### src/rtl/apb2ahb_pkg.sv
// Shared definitions for the APB-to-AHB bridge: FSM state encoding, HTRANS and HSIZE codes.
package apb2ahb_pkg;

   typedef enum logic [2:0] {
      ST_IDLE,
      ST_ADDR,
      ST_DATA,
      ST_ERR,
      ST_RESP
   } state_t;

   localparam logic [1:0] HTRANS_IDLE   = 2'b00;
   localparam logic [1:0] HTRANS_NONSEQ = 2'b10;

   localparam logic [2:0] HSIZE_BYTE = 3'b000;
   localparam logic [2:0] HSIZE_HALF = 3'b001;
   localparam logic [2:0] HSIZE_WORD = 3'b010;

endpackage

### src/rtl/apb2ahb_strb_dec.sv
// Maps an APB write-strobe pattern onto an AHB transfer size and low address bits.
module apb2ahb_strb_dec
   import apb2ahb_pkg::*;
(
   input  logic [3:0] pstrb,
   output logic [2:0] hsize,
   output logic [1:0] addr_lo,
   output logic       illegal
);

   // Only naturally aligned byte, halfword and word lanes map onto a single AHB beat.
   always_comb begin
      hsize   = HSIZE_WORD;
      addr_lo = 2'b00;
      illegal = 1'b0;
      case (pstrb)
         4'b1111: hsize = HSIZE_WORD;
         4'b0011: hsize = HSIZE_HALF;
         4'b1100: begin hsize = HSIZE_HALF; addr_lo = 2'b10; end
         4'b0001: hsize = HSIZE_BYTE;
         4'b0010: begin hsize = HSIZE_BYTE; addr_lo = 2'b01; end
         4'b0100: begin hsize = HSIZE_BYTE; addr_lo = 2'b10; end
         4'b1000: begin hsize = HSIZE_BYTE; addr_lo = 2'b11; end
         default: illegal = 1'b1;
      endcase
   end

endmodule

### src/rtl/apb2ahb_bridge.sv
// APB slave to single-beat AHB master bridge. Define APB2AHB_PSTRB_EN to add PSTRB-driven
// byte/halfword writes; without it every transfer is a word at a word-aligned address.
module apb2ahb_bridge
   import apb2ahb_pkg::*;
#(
   parameter int ADDRWIDTH = 16,
   parameter int DATAWIDTH = 32
)
(
   input  logic                 HCLK,
   input  logic                 HRESETn,
   input  logic                 PSEL,
   input  logic                 PENABLE,
   input  logic [ADDRWIDTH-1:0] PADDR,
   input  logic                 PWRITE,
   input  logic [DATAWIDTH-1:0] PWDATA,
`ifdef APB2AHB_PSTRB_EN
   input  logic [3:0]           PSTRB,
`endif
   output logic [DATAWIDTH-1:0] PRDATA,
   output logic                 PREADY,
   output logic                 PSLVERR,
   output logic [ADDRWIDTH-1:0] HADDR,
   output logic [1:0]           HTRANS,
   output logic                 HWRITE,
   output logic [2:0]           HSIZE,
   output logic [DATAWIDTH-1:0] HWDATA,
   input  logic [DATAWIDTH-1:0] HRDATA,
   input  logic                 HREADY,
   input  logic                 HRESP
);

   localparam logic [ADDRWIDTH-1:0] LOW_MASK = ADDRWIDTH'(3);

   state_t     state;
   logic       err_flag;
   logic [2:0] setup_size;
   logic [1:0] setup_lo;
   logic       setup_bad;

`ifdef APB2AHB_PSTRB_EN
   logic [2:0] strb_size;
   logic [1:0] strb_lo;
   logic       strb_bad;

   apb2ahb_strb_dec u_strb_dec (
      .pstrb   (PSTRB),
      .hsize   (strb_size),
      .addr_lo (strb_lo),
      .illegal (strb_bad)
   );

   // Reads always move a full word regardless of the strobes on the bus.
   always_comb begin
      setup_size = HSIZE_WORD;
      setup_lo   = 2'b00;
      setup_bad  = 1'b0;
      if (PWRITE) begin
         setup_size = strb_size;
         setup_lo   = strb_lo;
         setup_bad  = strb_bad;
      end
   end
`else
   assign setup_size = HSIZE_WORD;
   assign setup_lo   = 2'b00;
   assign setup_bad  = 1'b0;
`endif

   assign PSLVERR = err_flag;

   // Transfer sequencer: every bus output is a register updated on state transitions, so the
   // AHB address phase lasts exactly as long as the slave stalls it and PREADY is a one-cycle pulse.
   always_ff @(posedge HCLK or negedge HRESETn) begin
      if (!HRESETn) begin
         state    <= ST_IDLE;
         HTRANS   <= HTRANS_IDLE;
         HADDR    <= '0;
         HWRITE   <= 1'b0;
         HSIZE    <= HSIZE_WORD;
         HWDATA   <= '0;
         PRDATA   <= '0;
         PREADY   <= 1'b0;
         err_flag <= 1'b0;
      end else begin
         case (state)
            ST_IDLE: begin
               if (PSEL && !PENABLE) begin
                  if (setup_bad) begin
                     state    <= ST_RESP;
                     PREADY   <= 1'b1;
                     err_flag <= 1'b1;
                     PRDATA   <= '0;
                  end else begin
                     state  <= ST_ADDR;
                     HTRANS <= HTRANS_NONSEQ;
                     HADDR  <= (PADDR & ~LOW_MASK) | {{(ADDRWIDTH-2){1'b0}}, setup_lo};
                     HWRITE <= PWRITE;
                     HSIZE  <= setup_size;
                     HWDATA <= PWDATA;
                  end
               end
            end
            ST_ADDR: begin
               if (HREADY) begin
                  state  <= ST_DATA;
                  HTRANS <= HTRANS_IDLE;
               end
            end
            ST_DATA: begin
               if (HREADY) begin
                  state    <= ST_RESP;
                  PREADY   <= 1'b1;
                  err_flag <= HRESP;
                  PRDATA   <= (HWRITE || HRESP) ? '0 : HRDATA;
               end else if (HRESP) begin
                  state <= ST_ERR;
               end
            end
            ST_ERR: begin
               if (HREADY) begin
                  state    <= ST_RESP;
                  PREADY   <= 1'b1;
                  err_flag <= 1'b1;
                  PRDATA   <= '0;
               end
            end
            ST_RESP: begin
               state    <= ST_IDLE;
               PREADY   <= 1'b0;
               err_flag <= 1'b0;
               PRDATA   <= '0;
            end
            default: state <= ST_IDLE;
         endcase
      end
   end

endmodule

### config.mk
export PLATFORM = sky130hd
export DESIGN_NAME = apb2ahb_bridge
export DESIGN_NICKNAME = d
export VERILOG_FILES = /design/src/rtl/apb2ahb_pkg.sv /design/src/rtl/apb2ahb_strb_dec.sv /design/src/rtl/apb2ahb_bridge.sv
export SDC_FILE = /design/constraint.sdc
export NUM_CORES = 1
export LEC_CHECK = 0
export ABC_AREA = 1
export CAP_MARGIN = 0
export CELL_PAD_IN_SITES_DETAIL_PLACEMENT = 0
export CELL_PAD_IN_SITES_GLOBAL_PLACEMENT = 2
export CORE_ASPECT_RATIO = 0.9
export CORE_MARGIN = 1
export CORE_UTILIZATION = 24
export DETAILED_ROUTE_END_ITERATION = 8
export GPL_ROUTABILITY_DRIVEN = 1
export GPL_TIMING_DRIVEN = 0
export PLACE_DENSITY = 0.95
export RECOVER_POWER = 25
export SYNTH_ARGS = -nofsm -noshare
export SYNTH_HDL_FRONTEND = slang
export SYNTH_SLANG_ARGS = --single-unit
### constraint.sdc
create_clock -name HCLK -period 2.1 [get_ports HCLK]
set_clock_uncertainty 0.1 [all_clocks]
set_input_delay 0.315 -clock HCLK [delete_from_list [all_inputs] [get_ports HCLK]]
set_output_delay 0.315 -clock HCLK [all_outputs]
set_load 0.02 [all_outputs]
==> results of run 1 <==
[power groups by stage]
stage          clock, mW  sequential, mW  combinational (mW)
3_5_place_dp           0            2.77                3.86
2_1_floorplan          0            3.56                1.11
5_1_grt             1.76            2.82                4.15
4_1_cts             1.68            2.75                3.87
3_3_place_gp           0            2.73                3.80
6_report            1.62            2.73                3.81
[synth_stat cells (all sizes together)]
library cell and number:
buf 21, nand4 1, o211ai 1, dfrtp 85
nand2 124, inv 56, conb 2, nor2 7
o21ai 85, clkbuf 4, nand3 5, nor3 1
[sequential cells by signal, indices dropped and copies added, names as in the netlist]
register and flops:
HADDR 14, HTRANS 1, HWRITE 1, PSLVERR 1, HWDATA 32, state 3
PRDATA 32, PREADY 1
[per-stage QoR]
stage	setup WS [ns]	power [mW]	TNS (ns)
final	0.278	8.16	0
after CTS	0.212	8.31	0
after detailed placement	0.195	6.62	0
after global placement	-2.53	6.54	-214.22
after global routing	0.168	8.73	0
after floorplan	0.707	4.67	0
[worst paths after layout]
| kind | from | to | slack, ns | cells past startpoint |
|---|---|---|---|---|
| worst max register to register | state[2] | HADDR[15] | 0.35 | 6 |
| max in group asynchronous | HRESETn | HWDATA[10] | 0.55 | 3 |
| min in group asynchronous | HRESETn | PRDATA[5] | 0.57 | 2 |
| worst min-delay path | HWDATA[10] | HWDATA[10] | 0.39 | 2 |
| worst min register to register | HWDATA[10] | HWDATA[10] | 0.39 | 2 |
| worst max-delay path | HWRITE | HWRITE | 0.28 | 1 |
[per-layer routing]
metal	vias up	global-route usage, %
li1	1559	-
met5	-	0
met3	9	6.91
met1	1445	15.7
met2	143	22.9
met4	0	5.35
[cell families after synthesis]
kind of cell | after synthesis | synth area share, %
AO/OA/AOI/OAI | 86 | 13.4
other | 2 | 0.214
buffers and inverters | 81 | 10.5
flip-flops | 85 | 60.5
AND/OR/NAND/NOR | 138 | 15.4
[cell type report]
| type | instances | area [sq um] | share of cell area, % |
|---|---|---|---|
| clock buffer | 11 | 253 | 4.39 |
| multi-input combinational | 230 | 1030 | 17.9 |
| clock inverter | 4 | 47.5 | 0.825 |
| sequential | 85 | 2130 | 36.9 |
| inverter | 56 | 210 | 3.65 |
| buffer | 25 | 159 | 2.76 |
| timing repair buffer | 168 | 1690 | 29.4 |
| tap | 193 | 241 | 4.19 |
==> impl_metrics.csv, run 1 <==
group,metric,value,unit
run_status,outcome,"finished, final reports clean",
power_and_ir_drop,p_leak,2.68,nW
global_routing,grt_max_degree,51,
worst_setup_path,crit_arrival,1.41,ns
sta,fmax,549,MHz
detailed_routing,met3WireLength,1160,um
placement,place_congestion,0.720,
clock_tree,clk_path_buf_depth,2,
worst_setup_path,crit_family,"buffers and inverters",
worst_setup_path,crit_required,1.68,ns
power_and_ir_drop,p_int,5.08,mW
clock_tree,cts_setup_buffers,0,
detailed_routing,drt-vias-per-instance,4.09,
sta,fin_crit,1.82,ns
placement,dpl_cell_area,5460,sq um
worst_setup_path,cp_slowest_cell,"clkdlybuf4s50_1",
synth,ys_types,19,
final_layout,drive_gt1_share,8.98,%
clock_tree,cts-buffers-inserted,9,
detailed_routing,routed_wl,10000,um
final_layout,areaGrowthSynthToFinish,63.9,%
min_path,hold_class,"reg -> reg",
final_layout,fin_nets,662,
clock_tree,cts_tree,"yes",
worst_setup_path,critPathKind,"reg -> out",
sta,fin_crit_sh,86.8,%
detailed_routing,drc,0,
flow_run,maxCapViolations,0,
placement,dpl.cell_count,756,
synth,yosys_warnings,0,
detailed_routing,wl_per_cell,13.0,um
clock_tree,clock_latency,0.34,ns
power_and_ir_drop,ir_drop,0.629,mV
final_layout,final_common_cell,"clkdlybuf4s50_1",
floorplan,io_pins,175,
floorplan,row_count,41,
power_and_ir_drop,power.share.clock,19.8,%
final_layout,final_area,5760,sq um
detailed_routing,drt_iter0_markers,123,
final_layout,final_util,40.7,%
power_and_ir_drop,power_switching,3.08,mW
detailed_routing,top_layer_used,"met4",
floorplan,die_w,130,um
global_routing,grt_use_total,14.0,%
worst_setup_path,path_max_fanout,3,
sta,rsz0062_at_grt,"no",
placement,io_buffer_count,166,
sta,tightest_slew,0.986,ns
synth,ys_ff_latch,85,
final_layout,fillers,1412,
worst_setup_path,critPathLaunchType,"flip-flop",
worst_setup_path,endpoint_kind,"primary output",
floorplan,die_height,117,um
synth,ys_seq_area_share,60.5,%
sta,hold_ws,0.387,ns
detailed_routing,dr_total_vias,3156,
synth,synth_area_leaders,"dfrtp_1 60%, nand2_1 13%, o21ai_1 9.8%",
final_layout,n_antenna_cell,0,
clock_tree,path_clk_slew,0.06,ns
placement,dp_hpwl,7570,um
sta,setup_viol,0,
synth,synth.avg_cell_area,8.97,sq um
sta,slew_headroom,34.3,%
final_layout,final_cell_mix,"165 x clkdlybuf4s50_1, 123 x nand2_1, 85 x dfrtp_1, 69 x o21ai_1, 54 x inv_1",
floorplan,die_area,15100,sq um
floorplan,core-area,14200,sq um
clock_tree,ctsHtreeMaxLevel,3,
worst_setup_path,crit_chain,"clkdlybuf4s50_1",
final_layout,final_cells,772,
clock_tree,cts_resized,0,
global_routing,grt_pass1_vias,3156,
detailed_routing,wl_met2,4460,um
power_and_ir_drop,seq_power_share,33.5,%
power_and_ir_drop,pwr-share-comb,46.7,%
clock_tree,root_buffer,"clkbuf_16",
global_routing,grt_pass1_wl,15900,um
global_routing,grt_remaining_overflow,0,
clock_tree,ctsHoldBuffers,1,
global_routing,antenna_found_initial,0,
synth,synth.cell_area,3520,sq um
synth,postSynthCellCount,392,
power_and_ir_drop,switching_share,37.8,%
detailed_routing,ant_nets,0,
detailed_routing,wl_met1,4240,um
clock_tree,cts.sinks,85,
worst_setup_path,cpPeakStageDelay,0.65,ns
power_and_ir_drop,p_per_area,1420,nW/um^2
sta,hold_viol,0,
sta,finalMaxSlewViolations,0,
synth,netlist.area_leader.share,60.5,%
detailed_routing,drt_first_pass_iters,4,
floorplan,initial_core_util,24.8,%
synth,synth_top_area_cell,"dfrtp_1",
worst_setup_path,crit_buf_inv,1,
No activity file was read; power rests on OpenSTA's default activity.
==> inputs of run 2 (changes only) <==
Settings changed: CELL_PAD_IN_SITES_GLOBAL_PLACEMENT 2 to 1, CORE_MARGIN 1 to unset, CORE_UTILIZATION 24 to 31.
==> run 2 against run 1 <==
- non-clock buffer count is the same
- power down 0.90%
- utilization is 11 points higher
==> impl_metrics.csv, run 2 (same netlist as run 1, synthesis figures left out) <==
group,metric,value,unit
clock_tree,clk_path_buf_depth,2,
worst_setup_path,timing.rr.start,"state[2]",
clock_tree,cts-buffers-inserted,9,
clock_tree,root_buffer,"clkbuf_16",
sta,setup_viol,0,
sta,fmax,567,MHz
placement,dpl.cell_count,715,
floorplan,initial_core_util,32.1,%
run_status,outcome,"finished, final reports clean",
detailed_routing,drc,0,
sta,hold_ws,0.388,ns
clock_tree,ctsHoldBuffers,1,
clock_tree,cts.sinks,85,
sta,finalMaxSlewViolations,0,
worst_setup_path,cp_slowest_cell,"clkdlybuf4s50_1",
floorplan,die_w,114,um
worst_setup_path,critPathLaunchType,"flip-flop",
detailed_routing,drt_iter0_markers,108,
global_routing,antenna_found_initial,0,
global_routing,grt_pass1_vias,3158,
floorplan,core-area,10900,sq um
worst_setup_path,crit_required,1.68,ns
final_layout,final_cell_mix,"164 x clkdlybuf4s50_1, 123 x nand2_1, 85 x dfrtp_1, 69 x o21ai_1, 54 x inv_1",
worst_setup_path,r2r_cells,6,
worst_setup_path,crit_family,"buffers and inverters",
detailed_routing,wl_per_cell,12.6,um
global_routing,grt.met1_usage,18.7,%
final_layout,fin_nets,662,
global_routing,grt_remaining_overflow,0,
placement,io_buffer_count,166,
final_layout,final_cells,731,
worst_setup_path,crit_chain,"clkdlybuf4s50_1",
min_path,hold_class,"reg -> reg",
final_layout,final_area,5710,sq um
worst_setup_path,r2r_end,"HWDATA[22]",
placement,dp_hpwl,6970,um
floorplan,die_height,103,um
global_routing,grtUsageMet2,27.2,%
sta,fin_crit_sh,84.0,%
worst_setup_path,crit_arrival,1.35,ns
floorplan,row_count,36,
worst_setup_path,ff2ff_setup_slack,0.48,ns
floorplan,die_area,11800,sq um
worst_setup_path,crit_buf_inv,1,
clock_tree,cts_tree,"yes",
global_routing,grt_use_total,16.1,%
final_layout,largest_registers,"HWDATA x32, PRDATA x32, HADDR x14",
final_layout,regArea,2130,sq um
final_layout,drive_gt1_share,8.64,%
final_layout,final_util,52.1,%
power_and_ir_drop,ir_drop,0.638,mV
clock_tree,ctsHtreeMaxLevel,3,
sta,rsz0062_at_grt,"no",
sta,hold_viol,0,
sta,slew_headroom,31.6,%
clock_tree,path_clk_slew,0.06,ns
floorplan,io_pins,175,
global_routing,grt_max_degree,48,
final_layout,final_common_cell,"clkdlybuf4s50_1",
sta,tightest_slew,1.03,ns
sta,setup-tns-final,0,ns
clock_tree,cts_resized,0,
worst_setup_path,path_max_fanout,3,
power_and_ir_drop,p_leak,2.68,nW
flow_run,maxCapViolations,0,
detailed_routing,ant_nets,0,
min_path,whs_path_depth,2,
global_routing,grt_pass1_wl,14600,um
power_and_ir_drop,p_per_area,1420,nW/um^2
global_routing,grt_busiest_layer,"met2",
detailed_routing,drt-vias-per-instance,4.36,
worst_setup_path,critPathKind,"reg -> out",
clock_tree,clock_latency,0.32,ns
detailed_routing,dr_total_vias,3185,
global_routing,use_met3,5.11,%
clock_tree,cts_setup_buffers,0,
placement,dpl_cell_area,5410,sq um
placement,place_congestion,0.802,
detailed_routing,routed_wl,9210,um
detailed_routing,drt_first_pass_iters,4,
worst_setup_path,cpPeakStageDelay,0.63,ns
worst_setup_path,endpoint_kind,"primary output",
sta,fin_crit,1.77,ns
final_layout,multiInputGateArea,1030,sq um
min_path,hp-start,"PRDATA[30]",
final_layout,fillers,1006,
final_layout,n_antenna_cell,0,
final_layout,areaGrowthSynthToFinish,62.3,%
min_path,min_to,"PRDATA[30]",
==> run 2: cell types whose count changed in the layout (fill, tap and decap cells not counted), sizes merged <==
cell	previous run	this run
clkdlybuf4s50	165	164
dlygate4sd3	1	2
clkinv	2	0
clkbuf	16	19
clkinvlp	1	0
==> run 2: power breakdown <==
group | internal (mW) | leakage (nW) | switching [mW]
Clock | 0.981 | 0.143 | 0.581
Combinational | 1.77 | 1.45 | 2.02
Sequential | 2.34 | 1.09 | 0.397
==> run 2: area by class of cell <==
| type | count | share of cell area, % |
|---|---|---|
| Buffer | 25 | 2.78 |
| Clock buffer | 14 | 4.63 |
| Clock inverter | 1 | 0.526 |
| Inverter | 56 | 3.68 |
| Multi-Input combinational cell | 230 | 18.1 |
| Sequential cell | 85 | 37.3 |
| Tap cell | 152 | 3.33 |
| Timing Repair Buffer | 168 | 29.7 |
==> run 2: worst max path at each step <==
stage,cells past startpoint,endpoint,slack (ns),startpoint
floorplan,6,HWRITE,0.71,state[2]
global placement,1,HWDATA[10],-2.40,HRESETn
detailed placement,6,HWDATA[23],0.23,PENABLE
CTS,1,HWRITE,0.32,HWRITE
global route,1,HWRITE,0.29,HWRITE
finish,1,HWRITE,0.33,HWRITE
==> run 2: worst min-delay path, cell delays in order (launching register included) <==
cell and delay [ns]:
dfrtp_1 0.34, nand2_1 0.05, o21ai_1 0.06
==> run 2: routing by layer <==
metal	vias to the layer above	routed length, um
met4	0	181
met1	1473	3940
li1	1566	-
met3	13	738
met5	-	0
met2	133	4350
==> run 2: through the flow <==
step | setup slack [ns] | power, mW
final | 0.335 | 8.09
after global routing | 0.290 | 8.63
after CTS | 0.317 | 8.20
after detailed placement | 0.227 | 6.59
after global placement | -2.40 | 6.48
after floorplan | 0.707 | 4.67
==> inputs of run 3 (changes only) <==
Settings changed: CORE_UTILIZATION 31 to 29, PLACE_DENSITY 0.95 to 0.91.
Clock period 2.1 ns to 1.7 ns, I/O delays scaled along.
==> run 3 against run 2 <==
- power is 24% higher
- sequential share of layout area decreased by 1.0 points
- die area up 6.8%
- register-to-register slack got worse by 0.34 ns
- count of clock-buffer cells in the layout fell by 1
- critical path type unchanged
- largest cell class unchanged
- largest power group unchanged
- highest routed layer unchanged
==> impl_metrics.csv, run 3 (same netlist as run 1, synthesis figures left out) <==
group,metric,value,unit
run_status,outcome,"finished, final reports clean",
global_routing,grt_max_degree,53,
floorplan,die_w,118,um
clock_tree,ctsHtreeMaxLevel,3,
sta,fmax,600,MHz
placement,io_buffer_count,166,
worst_setup_path,crit_required,1.34,ns
power_and_ir_drop,seq_power_share,33.5,%
final_layout,areaGrowthSynthToFinish,66.8,%
detailed_routing,drt-vias-per-instance,4.32,
worst_setup_path,crit_buf_inv,1,
power_and_ir_drop,p_leak,3.34,nW
final_layout,drive_gt1_share,9.14,%
placement,dp_hpwl,6900,um
worst_setup_path,crit_path_end,"PRDATA[9]",
global_routing,grt_remaining_overflow,0,
worst_setup_path,ff2ff_setup_slack,0.14,ns
clock_tree,cts-buffers-inserted,9,
power_and_ir_drop,pwr-share-comb,45.2,%
detailed_routing,drt_iter0_markers,170,
clock_tree,clk_path_buf_depth,2,
final_layout,final_area,5870,sq um
flow_run,maxCapViolations,0,
detailed_routing,wl_per_cell,12.7,um
clock_tree,cts.sinks,85,
min_path,hp-start,"PWDATA[5]",
placement,dpl.cell_count,719,
detailed_routing,dr_total_vias,3178,
clock_tree,clock_latency,0.34,ns
placement,place_congestion,0.812,
detailed_routing,ant_nets,0,
detailed_routing,routed_wl,9320,um
sta,layout_setup_ws,0.0322,ns
final_layout,n_antenna_cell,0,
min_path,hold_class,"in -> reg",
worst_setup_path,cpPeakStageDelay,0.61,ns
worst_setup_path,crit_family,"buffers and inverters",
floorplan,die_area,12600,sq um
floorplan,io_pins,175,
floorplan,row_count,37,
final_layout,final_cell_mix,"123 x nand2_1, 113 x clkdlybuf4s50_1, 85 x dfrtp_1, 69 x o21ai_1, 54 x inv_1",
sta,hold_viol,0,
clock_tree,cts_setup_buffers,0,
worst_setup_path,endpoint_kind,"primary output",
sta,tightest_slew,0.900,ns
floorplan,initial_core_util,30.3,%
worst_setup_path,critPathKind,"reg -> out",
worst_setup_path,r2r_end,"HWDATA[21]",
placement,dpl_cell_area,5410,sq um
worst_setup_path,crit_chain,"clkdlybuf4s50_1",
sta,fin_crit,1.67,ns
power_and_ir_drop,switching_share,37.1,%
final_layout,largest_registers,"HWDATA x32, PRDATA x32, HADDR x14",
worst_setup_path,path_depth,1,
detailed_routing,drt_first_pass_iters,4,
power_and_ir_drop,ir_drop,0.835,mV
power_and_ir_drop,p_int,6.31,mW
floorplan,core-area,11600,sq um
worst_setup_path,r2r_cells,6,
power_and_ir_drop,power_switching,3.73,mW
global_routing,grt_pass1_wl,15100,um
sta,rsz0062_at_grt,"yes",
worst_setup_path,timing.rr.start,"state[2]",
final_layout,fin_nets,662,
worst_setup_path,crit_arrival,1.31,ns
sta,slew_headroom,40.0,%
floorplan,die_height,106,um
worst_setup_path,critPathLaunchType,"flip-flop",
worst_setup_path,startpoint,"PRDATA[9]",
sta,finalMaxSlewViolations,0,
global_routing,antenna_found_initial,0,
clock_tree,root_buffer,"clkbuf_16",
clock_tree,path_clk_slew,0.06,ns
detailed_routing,drc,0,
power_and_ir_drop,power.share.clock,21.3,%
final_layout,final_common_cell,"nand2_1",
placement,dpl_worst_slack,-0.0829,ns
sta,hold_ws,0.354,ns
final_layout,final_cells,736,
sta,setup_viol,0,
worst_setup_path,path_max_fanout,2,
worst_setup_path,cp_slowest_cell,"clkdlybuf4s50_1",
global_routing,grt_pass1_vias,3053,
clock_tree,cts_tree,"yes",
sta,fin_crit_sh,98.1,%
global_routing,grt_use_total,15.8,%
power_and_ir_drop,p_per_area,1710,nW/um^2
-- run 3: timing repair --
action	CTS	global route
hold buffers	1	0
setup endpoints to repair	6	93
endpoints found under the hold margin	33	0
resized for setup	6	51
pin swaps	0	1
-- run 3: metrics by stage --
stage	power, mW	setup TNS (ns)	utilization [%]
floorplan	5.77	0	-
global placement	8.03	-239.80	46.4
finish	10.0	0	50.5
detailed placement	8.13	-2.39	46.6
global route	10.7	-0.0692	50.5
CTS	10.3	0	49.4
-- run 3: area by class of cell --
cell class / instances / area (sq um)
buffer: 25 / 164
tap: 156 / 195
timing repair buffer: 168 / 1800
fill: 1076 / 5750
clock inverter: 3 / 67.6
inverter: 56 / 210
clock buffer: 13 / 260
multi-input combinational: 230 / 1040
sequential: 85 / 2130
-- run 3: metal layers --
metal / wire length (um) / track usage, %
met4: 116 / 5.22
met5: 0 / 0
met1: 3840 / 18.2
met3: 1000 / 7.99
met2: 4370 / 25.3
-- run 3: power by group through the flow --
stage	Clock, mW	Combinational [mW]	Sequential [mW]
after detailed placement	0	4.72	3.41
final	2.14	4.54	3.36
after global routing	2.30	4.93	3.49
after CTS	2.23	4.69	3.39
after global placement	0	4.66	3.37
after floorplan	0	1.37	4.39
-- run 3: how the worst min path moves through the flow --
stage	endpoint	slack [ns]	depth (start not counted)
finish	HWDATA[5]	0.35	3
global route	HWDATA[26]	0.35	3
CTS	PRDATA[28]	0.32	2
detailed placement	PRDATA[28]	0.15	1
global placement	HWDATA[11]	0.37	2
floorplan	HADDR[10]	-0.14	0
-- run 3: worst reg2reg max path: cells and delay by family (launching register included) --
family	cells	cell delay, ns
DFF	1	0.45
buffers and inverters	2	0.41
and+or+nand+nor	3	0.41
AOI/OAI and AO/OA	1	0.06
